`src/rtl/spi_byte_master_if.sv`:
```
// Byte handshake between the command sequencer and the SPI byte master.
// The master modport is the upstream side; the slave modport is the serialiser.
interface spi_byte_master_if;
  logic [7:0] tx_data;
  logic       tx_valid;
  logic       tx_last;
  logic       tx_ready;
  logic [7:0] rx_data;
  logic       rx_valid;

  modport master (
    output tx_data, tx_valid, tx_last,
    input  tx_ready, rx_data, rx_valid
  );

  modport slave (
    input  tx_data, tx_valid, tx_last,
    output tx_ready, rx_data, rx_valid
  );
endinterface

```
`src/rtl/spi_byte_master.sv`:
```
// Mode-0, MSB-first SPI byte master for the uALFAT: waits on SPI_BUSY before each
// byte, keeps SSEL low across a multi-byte frame and returns the MISO byte.
//
// state      | meaning
// -----------+-----------------------------------------------------------
// IDLE       | ready for a byte; SSEL stays low if a frame is open
// WAIT_BUSY  | byte latched, waiting for synchronised SPI_BUSY to drop
// SETUP      | SSEL just fell, SSEL_SETUP cycles before the first SCK low
// SHIFT_LO   | SCK low, MOSI carries the current bit, CLK_DIV cycles
// SHIFT_HI   | SCK high, MISO sampled on entry, CLK_DIV cycles
// DONE       | one cycle, rx_valid strobe
// GAP        | frame closed, SSEL high for SSEL_GAP cycles
module spi_byte_master #(
  parameter int CLK_DIV    = 4,
  parameter int SSEL_SETUP = 2,
  parameter int SSEL_GAP   = 8
) (
  input  logic                clk,
  input  logic                reset_n,
  spi_byte_master_if.slave    bus,
  input  logic                SPI_BUSY,
  input  logic                SPI_MISO,
  output logic                SPI_SCK,
  output logic                SPI_MOSI,
  output logic                SPI_SSEL,
  output logic                active
);

  localparam int MAX_A  = (CLK_DIV > SSEL_SETUP) ? CLK_DIV : SSEL_SETUP;
  localparam int MAX_B  = (MAX_A > SSEL_GAP) ? MAX_A : SSEL_GAP;
  localparam int CNT_W  = (MAX_B > 1) ? $clog2(MAX_B) : 1;

  localparam logic [CNT_W-1:0] CNT_DIV   = CNT_W'(CLK_DIV - 1);
  localparam logic [CNT_W-1:0] CNT_SETUP = CNT_W'(SSEL_SETUP - 1);
  localparam logic [CNT_W-1:0] CNT_GAP   = CNT_W'(SSEL_GAP - 1);

  typedef enum logic [2:0] {
    ST_IDLE,
    ST_WAIT_BUSY,
    ST_SETUP,
    ST_SHIFT_LO,
    ST_SHIFT_HI,
    ST_DONE,
    ST_GAP
  } state_t;

  state_t           r_state;
  logic [CNT_W-1:0] r_cnt;
  logic [2:0]       r_bit_idx;
  logic [7:0]       r_tx_shift;
  logic [7:0]       r_rx_shift;
  logic             r_last;
  logic             r_frame_open;
  logic             r_busy_meta;
  logic             r_busy_s;
  logic             r_ssel;
  logic             r_sck;
  logic             r_mosi;
  logic             r_tx_ready;
  logic [7:0]       r_rx_data;
  logic             r_rx_valid;

  state_t           w_state_nxt;
  logic [CNT_W-1:0] w_cnt_nxt;
  logic [2:0]       w_bit_idx_nxt;
  logic [7:0]       w_tx_shift_nxt;
  logic [7:0]       w_rx_shift_nxt;
  logic             w_last_nxt;
  logic             w_frame_open_nxt;
  logic             w_ssel_nxt;
  logic             w_mosi_nxt;
  logic [7:0]       w_rx_data_nxt;
  logic             w_accept;
  logic             w_cnt_tc;

  assign w_accept = bus.tx_valid & r_tx_ready;
  assign w_cnt_tc = (r_cnt == '0);

  always_comb begin
    w_state_nxt      = r_state;
    w_cnt_nxt        = r_cnt;
    w_bit_idx_nxt    = r_bit_idx;
    w_tx_shift_nxt   = r_tx_shift;
    w_rx_shift_nxt   = r_rx_shift;
    w_last_nxt       = r_last;
    w_frame_open_nxt = r_frame_open;
    w_ssel_nxt       = r_ssel;
    w_mosi_nxt       = r_mosi;
    w_rx_data_nxt    = r_rx_data;

    case (r_state)
      ST_IDLE: begin
        if (w_accept) begin
          w_tx_shift_nxt = bus.tx_data;
          w_last_nxt     = bus.tx_last;
          w_bit_idx_nxt  = 3'd0;
          w_state_nxt    = ST_WAIT_BUSY;
        end
      end

      ST_WAIT_BUSY: begin
        if (!r_busy_s) begin
          if (r_frame_open) begin
            w_state_nxt = ST_SHIFT_LO;
            w_cnt_nxt   = CNT_DIV;
          end else begin
            w_frame_open_nxt = 1'b1;
            w_ssel_nxt       = 1'b0;
            if (SSEL_SETUP > 0) begin
              w_state_nxt = ST_SETUP;
              w_cnt_nxt   = CNT_SETUP;
            end else begin
              w_state_nxt = ST_SHIFT_LO;
              w_cnt_nxt   = CNT_DIV;
            end
          end
        end
      end

      ST_SETUP: begin
        if (w_cnt_tc) begin
          w_state_nxt = ST_SHIFT_LO;
          w_cnt_nxt   = CNT_DIV;
        end else begin
          w_cnt_nxt = r_cnt - CNT_W'(1);
        end
      end

      ST_SHIFT_LO: begin
        if (w_cnt_tc) begin
          // this edge raises SCK, so it is also the MISO sample point
          w_state_nxt    = ST_SHIFT_HI;
          w_cnt_nxt      = CNT_DIV;
          w_rx_shift_nxt = {r_rx_shift[6:0], SPI_MISO};
        end else begin
          w_cnt_nxt = r_cnt - CNT_W'(1);
        end
      end

      ST_SHIFT_HI: begin
        if (w_cnt_tc) begin
          w_bit_idx_nxt = r_bit_idx + 3'd1;
          if (r_bit_idx == 3'd7) begin
            w_state_nxt   = ST_DONE;
            w_rx_data_nxt = r_rx_shift;
          end else begin
            w_state_nxt    = ST_SHIFT_LO;
            w_cnt_nxt      = CNT_DIV;
            w_tx_shift_nxt = {r_tx_shift[6:0], 1'b0};
          end
        end else begin
          w_cnt_nxt = r_cnt - CNT_W'(1);
        end
      end

      ST_DONE: begin
        if (r_last) begin
          w_frame_open_nxt = 1'b0;
          w_ssel_nxt       = 1'b1;
          w_mosi_nxt       = 1'b0;
          if (SSEL_GAP > 0) begin
            w_state_nxt = ST_GAP;
            w_cnt_nxt   = CNT_GAP;
          end else begin
            w_state_nxt = ST_IDLE;
          end
        end else begin
          w_state_nxt = ST_IDLE;
        end
      end

      ST_GAP: begin
        if (w_cnt_tc) begin
          w_state_nxt = ST_IDLE;
        end else begin
          w_cnt_nxt = r_cnt - CNT_W'(1);
        end
      end

      default: begin
        w_state_nxt = ST_IDLE;
      end
    endcase

    // MOSI is presented one cycle ahead of any SCK rise
    if (w_state_nxt == ST_SETUP || w_state_nxt == ST_SHIFT_LO) begin
      w_mosi_nxt = w_tx_shift_nxt[7];
    end
  end

  always_ff @(posedge clk) begin
    if (!reset_n) begin
      r_state      <= ST_IDLE;
      r_cnt        <= '0;
      r_bit_idx    <= 3'd0;
      r_tx_shift   <= 8'h00;
      r_rx_shift   <= 8'h00;
      r_last       <= 1'b0;
      r_frame_open <= 1'b0;
      r_busy_meta  <= 1'b0;
      r_busy_s     <= 1'b0;
      r_ssel       <= 1'b1;
      r_sck        <= 1'b0;
      r_mosi       <= 1'b0;
      r_tx_ready   <= 1'b0;
      r_rx_data    <= 8'h00;
      r_rx_valid   <= 1'b0;
    end else begin
      r_busy_meta  <= SPI_BUSY;
      r_busy_s     <= r_busy_meta;
      r_state      <= w_state_nxt;
      r_cnt        <= w_cnt_nxt;
      r_bit_idx    <= w_bit_idx_nxt;
      r_tx_shift   <= w_tx_shift_nxt;
      r_rx_shift   <= w_rx_shift_nxt;
      r_last       <= w_last_nxt;
      r_frame_open <= w_frame_open_nxt;
      r_ssel       <= w_ssel_nxt;
      r_sck        <= (w_state_nxt == ST_SHIFT_HI);
      r_mosi       <= w_mosi_nxt;
      r_tx_ready   <= (w_state_nxt == ST_IDLE);
      r_rx_data    <= w_rx_data_nxt;
      r_rx_valid   <= (w_state_nxt == ST_DONE);
    end
  end

  assign bus.tx_ready = r_tx_ready;
  assign bus.rx_data  = r_rx_data;
  assign bus.rx_valid = r_rx_valid;
  assign SPI_SCK      = r_sck;
  assign SPI_MOSI     = r_mosi;
  assign SPI_SSEL     = r_ssel;
  assign active       = (r_state != ST_IDLE);

endmodule

```
`src/flat_wrapper.sv`:
```
// flat-port wrapper written by rule: the top's interface ports become plain ports
module spi_byte_master_flat 
#(
  parameter int CLK_DIV    = 4,
  parameter int SSEL_SETUP = 2,
  parameter int SSEL_GAP   = 8
)
  (clk, reset_n, SPI_BUSY, SPI_MISO, SPI_SCK, SPI_MOSI, SPI_SSEL, active, bus_tx_data, bus_tx_valid, bus_tx_last, bus_tx_ready, bus_rx_data, bus_rx_valid);
  spi_byte_master_if bus_i ();
  input  logic clk;
  input  logic reset_n;
  input  logic SPI_BUSY;
  input  logic SPI_MISO;
  output logic SPI_SCK;
  output logic SPI_MOSI;
  output logic SPI_SSEL;
  output logic active;
  input wire logic [$bits(bus_i.tx_data)-1:0] bus_tx_data;
  input wire logic [$bits(bus_i.tx_valid)-1:0] bus_tx_valid;
  input wire logic [$bits(bus_i.tx_last)-1:0] bus_tx_last;
  output wire logic [$bits(bus_i.tx_ready)-1:0] bus_tx_ready;
  output wire logic [$bits(bus_i.rx_data)-1:0] bus_rx_data;
  output wire logic [$bits(bus_i.rx_valid)-1:0] bus_rx_valid;
  assign bus_i.tx_data = bus_tx_data;
  assign bus_i.tx_valid = bus_tx_valid;
  assign bus_i.tx_last = bus_tx_last;
  assign bus_tx_ready = bus_i.tx_ready;
  assign bus_rx_data = bus_i.rx_data;
  assign bus_rx_valid = bus_i.rx_valid;
  spi_byte_master #(.CLK_DIV(CLK_DIV), .SSEL_SETUP(SSEL_SETUP), .SSEL_GAP(SSEL_GAP)) u_core (.clk(clk), .reset_n(reset_n), .bus(bus_i), .SPI_BUSY(SPI_BUSY), .SPI_MISO(SPI_MISO), .SPI_SCK(SPI_SCK), .SPI_MOSI(SPI_MOSI), .SPI_SSEL(SPI_SSEL), .active(active));
endmodule
```
`config.mk`:
```
export PLATFORM = sky130hd
export DESIGN_NAME = spi_byte_master_flat
export DESIGN_NICKNAME = d
export VERILOG_FILES = /design/src/rtl/spi_byte_master_if.sv /design/src/rtl/spi_byte_master.sv /design/src/flat_wrapper.sv
export SDC_FILE = /design/constraint.sdc
export NUM_CORES = 1
export LEC_CHECK = 0
export CAP_MARGIN = 20
export CORE_MARGIN = 2
export CORE_UTILIZATION = 38
export CTS_BUF_LIST = sky130_fd_sc_hd__clkbuf_2
export DETAILED_ROUTE_END_ITERATION = 8
export HOLD_SLACK_MARGIN = 0.03
export PLACE_DENSITY = 0.61
export SLEW_MARGIN = 40
export SYNTH_ARGS = -nofsm -noshare
export SYNTH_HDL_FRONTEND = slang
export SYNTH_SLANG_ARGS = --single-unit
```
`constraint.sdc`:
```
create_clock -name clk -period 2.9 [get_ports clk]
set_input_delay 0.29 -clock clk [delete_from_list [all_inputs] [get_ports clk]]
set_output_delay 0.29 -clock clk [all_outputs]
set_load 0.02 [all_outputs]
```
==> results of run 1 <==
-- synthesized netlist by cell type, drive strengths merged, types with 4 or more instances --
library cell and n:
a21oi 15, a222oi 6, a22oi 4, and2 5, buf 5, clkbuf 7
dfxtp 42, ha 5, inv 5, mux2i 11, nand2 17, nand3 13
nor2 27, nor2b 7, nor3 5, o21ai 6
-- cells by family after synthesis --
group / count (synthesis)
adder cells (fa/ha/maj): 5
flip-flops: 42
AND/OR/NAND/NOR: 85
multiplexers: 11
buffers and inverters: 17
AO/OA/AOI/OAI: 46
-- power by group through the flow --
stage | Combinational (µW) | Sequential, µW | Clock (µW)
after floorplan | 396 | 711 | 0
after global placement | 522 | 731 | 0
after detailed placement | 524 | 733 | 0
after CTS | 525 | 720 | 253
after global routing | 585 | 735 | 279
final | 524 | 721 | 242
-- critical path: cells and delay by family, from the launching register on --
| family | cells | cell delay, ps |
|---|---|---|
| buf+inv | 2 | 670 |
| flops | 1 | 670 |
| simple gates | 1 | 120 |
-- metal layers --
metal	global-route usage, %	vias up	share of wire (%)
met5	0	-	0
met4	6.79	0	1.5
met3	4.12	5	3.3
met2	21.9	25	44
met1	21.5	686	51
li1	-	779	-
-- cell type report --
type	instances	share of cell area, %
Clock buffer	6	1.38
Clock inverter	1	0.346
Inverter	5	0.865
Multi-Input combinational cell	147	42.0
Sequential cell	42	38.8
Tap cell	54	3.11
Timing Repair Buffer	30	13.5
-- flip-flops by register name, indices dropped and copies added, names as in the netlist, 3 cells and up --
name and flops:
u_core.r_bit_idx 3, u_core.r_cnt 3, u_core.r_state 3, u_core.r_rx_shift 8
u_core.bus.rx_data 8, u_core.r_tx_shift 8
-- stage by stage --
step,power (µW),instances,util [%],worst slack (ps)
floorplan,1110,206,-,1150
global placement,1250,278,45.7,837
detailed placement,1260,278,45.7,808
CTS,1500,285,46.6,725
global route,1600,285,46.6,547
finish,1490,285,46.6,755
-- final timing paths --
path	endpoint	cells past startpoint	startpoint	slack (ps)
worst max-delay path	active	3	u_core.r_state[1]$_SDFF_PN0_	760
worst min-delay path	u_core.r_busy_s$_SDFF_PN0_	1	u_core.r_busy_meta$_SDFF_PN0_	460
worst max register to register	u_core.r_tx_shift[5]$_SDFFE_PN0P_	6	u_core.r_state[2]$_SDFF_PN0_	790
worst min register to register	u_core.r_busy_s$_SDFF_PN0_	1	u_core.r_busy_meta$_SDFF_PN0_	460
-- placed cells by master, fill, tap and decap left out, drive strengths merged --
cell and n:
and3 2, o211ai 2, and2 5, clkinvlp 1, o31ai 1, a221o 1, inv 5, o21ai 6
dfxtp 42, o21a 1, or3b 3, nand3 13, nor2b 7, a21oi 15, ha 5, clkdlybuf4s50 27
nor2 27, buf 3, nand2b 1, nor3 5, o211a 1, a22o 2, clkbuf 6, nand2 17
nor3b 3, nand3b 1, o2bb2ai 1, mux2i 11, a22oi 4, a211oi 2, and2b 1, a311oi 1
a222oi 6, a2bb2oi 1, o22ai 2
==> out/qor.csv, run 1 <==
metric;value;unit
grt_pass1_vias;1367;
antenna_found_initial;0;
drc;0;
cts_buffers;5;
clock_skew;21.3;ps
synthMuxAreaShare;6.04;%
clk_pin_slew;200;ps
cpPeakStageDelay;670;ps
synthAdderAreaFrac;3.43;%
synth_top_family_by_area;simple AND/OR/NAND/NOR gates;
hold_viol_final;0;
io_buffers;27;
nFillCells;468;
worstPathArrival;1850;ps
p_per_area;685;nW/µm²
clock-sinks;42;
synth_xor_area_share;0;%
synth-simple-area-share;23.2;%
post-synth-top-area-cell;dfxtp_1;
cap_viol_max_count;0;
worstMarginPinSlew;519;ps
fin_tns_setup;0;ps
syn_avg_cell_area;8.85;µm²
htree_levels;2;
clkPwrFrac;16.3;%
period_share;74.0;%
vias_per_cell;5.25;
timing.final.crit_period;2140;ps
cts_max_path_buffers;2;
dr.pass1.iters;4;
overflow;0;
p_int;941;µW
wirelength;3590;µm
start_util;39.1;%
gp_congestion;0.832;
seqPwrFrac;48.5;%
synth_edf_count;0;
grt_max_degree;34;
ys_types;35;
slew_headroom;65.3;%
p_sw_share;36.7;%
design_area;2170;µm²
holdWs;458;ps
max_freq;0.466;GHz
seq_area;841;µm²
die_y;73.3;µm
rows;25;
pwr-share-comb;35.2;%
status;finished, final reports clean;
coreArea;4660;µm²
netlist_instances;206;
irDropWorstVdd;410;µV
ys.warnings.count;0;
yosysSeqAreaShare;46.1;%
path_cells;nor3_1 > inv_1 > clkdlybuf4s50_1;
die-area;5370;µm²
slowest_stage;dfxtp_1;
ys_seq_elements;42;
finalSetupViolations;0;
ant_nets;0;
syn_to_final_growth;19.0;%
hold_buffers;0;
cp.required;2610;ps
async_flop_share;0;%
clk_latency;400;ps
hold_class;reg -> reg;
rsz0062_at_grt;false;
fp.dieW;73.3;µm
root_buffer;clkbuf_2;
hpwl;2480;µm
vias;1495;
p_sw;545;µW
cts_resized;0;
grtUsageTotal;15.3;%
dpl_cell_area;2130;µm²
synthesis.area;1820;µm²
ys_dominant_reg_cell;dfxtp_1;
initialDrtViolationCount;124;
cts_setup_buffers;0;
crit_path_end_kind;output port;
synth_area_leaders;dfxtp_1 46%, mux2i_1 6.0%, nor2_1 5.6%;
start_kind;flip-flop;
setup.worst_path.class;reg -> out;
drv_slew;0;
wl_per_cell;12.6;µm
synth_top_area_share;46.1;%
grt_pass1_wl;6380;µm
syn-num-nets;225;
nNetsFinal;250;
ioPinCount;28;
cts_tree;built;
drive_gt1_share;5.19;%
multi_input_area;912;µm²
leakagePower;0.000867;µW
worstPathMaxFanout;16;
n_antenna_cell;0;
synth_compound_area_share;17.4;%
Power figures use the tool's default switching activity.
==> run 2, diff against run 1 <==
- clock period: 2.9 -> 2.2 ns (I/O delays scaled with it)
==> out/qor.csv, run 2 (synthesis gave the netlist of run 1 again) <==
metric;value;unit;change
layout_common_cells;42 x dfxtp_1, 27 x nor2_1, 27 x clkdlybuf4s50_1;;unchanged
slew_headroom;64.6;%;was 65.3%
timing.final.crit_period;2080;ps;
vias_per_cell;5.22;;was 5.25
worstPathMaxFanout;13;;was 16
min_delay_path_depth;2;;was 1
p_sw;740;µW;was 545 µW
hold_class;in -> reg;;was reg -> reg
cts_setup_buffers;0;;unchanged
worstPathArrival;1860;ps;was 1850 ps
cts_resized;0;;unchanged
hpwl;2630;µm;was 2480 µm
ioPinCount;28;;unchanged
vias;1514;;was 1495
rsz0062_at_grt;false;;unchanged
max_freq;0.481;GHz;
clk_latency;410;ps;was 400 ps
hold_buffers;0;;unchanged
drc;0;;unchanged
die-area;5370;µm²;unchanged
start_kind;flip-flop;;unchanged
min_from;SPI_BUSY;;was u_core.r_busy_meta$_SDFF_PN0_
coreArea;4660;µm²;unchanged
finalSetupViolations;0;;unchanged
cts_max_path_buffers;2;;unchanged
r2r_slack;290;ps;was 790 ps
status;finished, final reports clean;;unchanged
io_buffers;27;;unchanged
p_int;1260;µW;was 941 µW
syn_to_final_growth;21.7;%;was 19.0%
grt_max_degree;25;;was 34
root_buffer;clkbuf_2;;unchanged
overflow;0;;unchanged
wl_per_cell;12.7;µm;was 12.6 µm
worstMarginPinSlew;530;ps;was 519 ps
start_util;39.1;%;unchanged
grt_pass1_vias;1364;;was 1367
slowest_stage;dfxtp_1;;unchanged
layout_commonest_cell;dfxtp_1;;unchanged
cpPeakStageDelay;640;ps;was 670 ps
nNetsFinal;254;;was 250
die_y;73.3;µm;unchanged
grt_pass1_wl;6020;µm;was 6380 µm
initialDrtViolationCount;100;;was 124
period_share;94.5;%;
seqPwrFrac;47.2;%;was 48.5%
hold_viol_final;0;;unchanged
multi_input_area;915;µm²;was 912 µm²
cap_viol_max_count;0;;unchanged
cts_buffers;5;;unchanged
r2r_end;u_core.SPI_MOSI$_SDFFE_PN0P_;;was u_core.r_tx_shift[5]$_SDFFE_PN0P_
nFillCells;456;;was 468
fp.dieW;73.3;µm;unchanged
n_antenna_cell;0;;unchanged
antenna_found_initial;0;;unchanged
design_area;2220;µm²;was 2170 µm²
pwr-share-comb;36.4;%;was 35.2%
leakagePower;0.000896;µW;was 0.000867 µW
cp.required;1980;ps;was 2610 ps
cts_tree;built;;unchanged
rr_startpoint;u_core.r_state[0]$_SDFF_PN0_;;was u_core.r_state[2]$_SDFF_PN0_
fin_tns_setup;0;ps;unchanged
clk_pin_slew;200;ps;about the same
drv_slew;0;;unchanged
irDropWorstVdd;374;µV;was 410 µV
clock-sinks;42;;unchanged
dr.pass1.iters;5;;was 4
htree_levels;2;;unchanged
ant_nets;0;;unchanged
clkPwrFrac;16.4;%;was 16.3%
drive_gt1_share;7.20;%;was 5.19%
grtUsageTotal;14.4;%;was 15.3%
dpl_cell_area;2170;µm²;was 2130 µm²
reg2reg_depth;5;;was 6
wirelength;3670;µm;was 3590 µm
p_sw_share;37.1;%;was 36.7%
rows;25;;unchanged
setup.worst_path.class;reg -> out;;unchanged
crit_path_end_kind;output port;;unchanged
path_cells;nor3_1 > inv_1 > clkdlybuf4s50_1;;unchanged
seq_area;841;µm²;unchanged
p_per_area;900;nW/µm²;was 685 nW/µm²
clock_skew;24.6;ps;was 21.3 ps
min_to;u_core.r_busy_meta$_SDFF_PN0_;;was u_core.r_busy_s$_SDFF_PN0_
gp_congestion;0.848;;was 0.832
[run 2: worst max path at each step]
stage                                       startpoint                           end  slack, ps  cells past startpoint
after floorplan           u_core.r_cnt[0]$_SDFFE_PN0P_  u_core.r_state[0]$_SDFF_PN0_        450                      9
after global placement    u_core.r_cnt[0]$_SDFFE_PN0P_  u_core.r_cnt[0]$_SDFFE_PN0P_        300                      7
after detailed placement  u_core.r_cnt[0]$_SDFFE_PN0P_  u_core.r_cnt[0]$_SDFFE_PN0P_        270                      7
after CTS                 u_core.r_state[0]$_SDFF_PN0_                        active        110                      3
after global routing      u_core.r_state[0]$_SDFF_PN0_                        active          8                      3
final                     u_core.r_state[0]$_SDFF_PN0_                        active        120                      3
[run 2: per-stage QoR]
stage | cells | hold WS (ps) | setup slack [ps] | utilization [%] | power, µW
finish | 290 | 367 | 121 | 47.6 | 2000
floorplan | 206 | 347 | 455 | - | 1460
CTS | 290 | 351 | 114 | 47.5 | 2000
global route | 290 | 355 | 7.97 | 47.6 | 2130
global placement | 282 | 418 | 297 | 46.7 | 1670
detailed placement | 282 | 432 | 270 | 46.7 | 1670
[run 2: power groups by stage]
| stage | registers [µW] | logic (µW) | clock network, µW |
|---|---|---|---|
| finish | 942 | 728 | 327 |
| global route | 957 | 804 | 368 |
| CTS | 939 | 726 | 340 |
| detailed placement | 956 | 719 | 0 |
| global placement | 956 | 716 | 0 |
| floorplan | 937 | 522 | 0 |
[run 2: layout make-up]
class,count,share of cell area (%)
multi-input cells,147,41.2
flip-flops and latches,42,37.9
repair buffers,34,15.1
well taps,54,3.05
clock buffers,5,1.13
inverters,5,0.846
clock inverters,3,0.733
[run 2: worst max-delay path: cells and delay by family, from the launching register on]
family | cells | cell delay, ps
DFF | 1 | 640
buffers and inverters | 2 | 690
and+or+nand+nor | 1 | 140
[run 2: metal layers]
layer	track usage (%)	wire length, µm	up-vias	part of all wire, %
li1	-	-	790	-
met1	19.0	1840	696	50
met2	22.0	1650	23	45
met3	4.25	120	5	3.3
met4	5.56	60	0	1.6
met5	0	0	-	0
==> run 3, diff against run 2 <==
- CORE_UTILIZATION: 38 -> 40
- PLACE_DENSITY: 0.61 -> 0.63
==> out/qor.csv, run 3 (synthesis gave the netlist of run 1 again) <==
metric;value;unit;change
ant_nets;0;;unchanged
cts_tree;built;;unchanged
crit_path_end_kind;output port;;unchanged
clock_skew;21.1;ps;was 24.6 ps
fin_tns_setup;0;ps;unchanged
layout_commonest_cell;dfxtp_1;;unchanged
antenna_found_initial;0;;unchanged
grt_pass1_wl;6330;µm;was 6020 µm
slew_headroom;64.0;%;was 64.6%
wl_per_cell;12.4;µm;was 12.7 µm
timing.final.crit_period;1990;ps;was 2080 ps
nFillCells;447;;was 456
worstPathMaxFanout;10;;was 13
rows;24;;was 25
worstMarginPinSlew;537;ps;was 530 ps
dp.cells;282;;unchanged
cp.required;1980;ps;about the same
status;finished, final reports clean;;unchanged
start_kind;flip-flop;;unchanged
setup.worst_path.class;reg -> out;;unchanged
start_util;41.6;%;was 39.1%
io_buffers;27;;unchanged
dr.pass1.iters;5;;unchanged
nNetsFinal;256;;was 254
wirelength;3610;µm;was 3670 µm
cts_setup_buffers;0;;unchanged
design_area;2250;µm²;was 2220 µm²
overflow;0;;unchanged
final_cells;290;;unchanged
clk_latency;400;ps;was 410 ps
multi_input_area;917;µm²;was 915 µm²
vias_per_cell;5.27;;was 5.22
period_share;90.4;%;was 94.5%
max_freq;0.503;GHz;was 0.481 GHz
grt_pass1_vias;1379;;was 1364
rsz0062_at_grt;false;;unchanged
gp_congestion;0.762;;was 0.848
p_per_area;941;nW/µm²;was 900 nW/µm²
hold_class;in -> reg;;unchanged
utilization;51.3;%;was 47.6%
cpPeakStageDelay;540;ps;was 640 ps
syn_to_final_growth;23.3;%;was 21.7%
grt_max_degree;34;;was 25
cts_max_path_buffers;2;;unchanged
hold_viol_final;0;;unchanged
layout_common_cells;42 x dfxtp_1, 27 x nor2_1, 27 x clkdlybuf4s50_1;;unchanged
grtUsageTotal;15.4;%;was 14.4%
ioPinCount;28;;unchanged
root_buffer;clkbuf_2;;unchanged
die_y;71.5;µm;was 73.3 µm
leakagePower;0.000914;µW;was 0.000896 µW
die-area;5110;µm²;was 5370 µm²
n_antenna_cell;0;;unchanged
drv_slew;0;;unchanged
dpl_cell_area;2170;µm²;unchanged
clk_pin_slew;190;ps;was 200 ps
slowest_stage;clkdlybuf4s50_1;;was dfxtp_1
path_cells;nor3_1 > inv_1 > clkdlybuf4s50_1;;unchanged
irDropWorstVdd;484;µV;was 374 µV
drc;0;;unchanged
worstPathArrival;1770;ps;was 1860 ps
hpwl;2600;µm;was 2630 µm
drive_gt1_share;8.40;%;was 7.20%
cts_buffers;5;;unchanged
vias;1527;;was 1514
clock-sinks;42;;unchanged
coreArea;4380;µm²;was 4660 µm²
seq_area;841;µm²;unchanged
initialDrtViolationCount;128;;was 100
fp.dieW;71.5;µm;was 73.3 µm
cap_viol_max_count;0;;unchanged
htree_levels;2;;unchanged
finalSetupViolations;0;;unchanged
-- run 3: path summary, 6_finish.rpt --
kind | start | end | slack (ps) | depth (start not counted)
hold reg to reg | u_core.r_busy_meta$_SDFF_PN0_ | u_core.r_busy_s$_SDFF_PN0_ | 460 | 1
setup reg to reg | u_core.r_cnt[0]$_SDFFE_PN0P_ | u_core.r_cnt[0]$_SDFFE_PN0P_ | 240 | 7
setup / recovery | u_core.r_state[0]$_SDFF_PN0_ | active | 210 | 3
hold / removal | SPI_BUSY | u_core.r_busy_meta$_SDFF_PN0_ | 380 | 2
-- run 3: worst max-delay path: cells and delay by family (launching register included) --
kind          cells  cell delay (ps)
buf+inv           2              610
simple gates      1              330
flops             1              450
-- run 3: through the flow --
stage | hold slack [ps] | setup slack (ps) | total power (µW)
after CTS | 357 | 172 | 2130
after detailed placement | 423 | 236 | 1680
after global routing | 349 | 9.93 | 2270
after floorplan | 347 | 455 | 1460
final | 381 | 212 | 2120
after global placement | 415 | 262 | 1680
-- run 3: timing repair --
action | 4_1_cts | 5_1_grt
setup endpoints to repair | 0 | 8
hold buffers | 0 | 0
resized for setup | 0 | 1
-- run 3: power by group --
group	internal (µW)	switching, µW
registers	848	81.8
logic	337	404
clock network	197	247
total	1380	733
-- run 3: layout make-up --
| class | instances | area share [%] |
|---|---|---|
| Clock buffer | 6 | 1.34 |
| Multi-Input combinational cell | 147 | 40.8 |
| Tap cell | 52 | 2.90 |
| Inverter | 5 | 0.835 |
| Clock inverter | 2 | 1.67 |
| Sequential cell | 42 | 37.4 |
| Timing Repair Buffer | 36 | 15.0 |
-- run 3: layer usage --
| layer | share of wire, % | global-route usage [%] | wire [µm] |
|---|---|---|---|
| met2 | 43 | 21.9 | 1540 |
| met3 | 3.5 | 3.38 | 125 |
| met4 | 1.7 | 6.29 | 60 |
| met1 | 52 | 22.7 | 1880 |
| met5 | 0 | 0 | 0 |
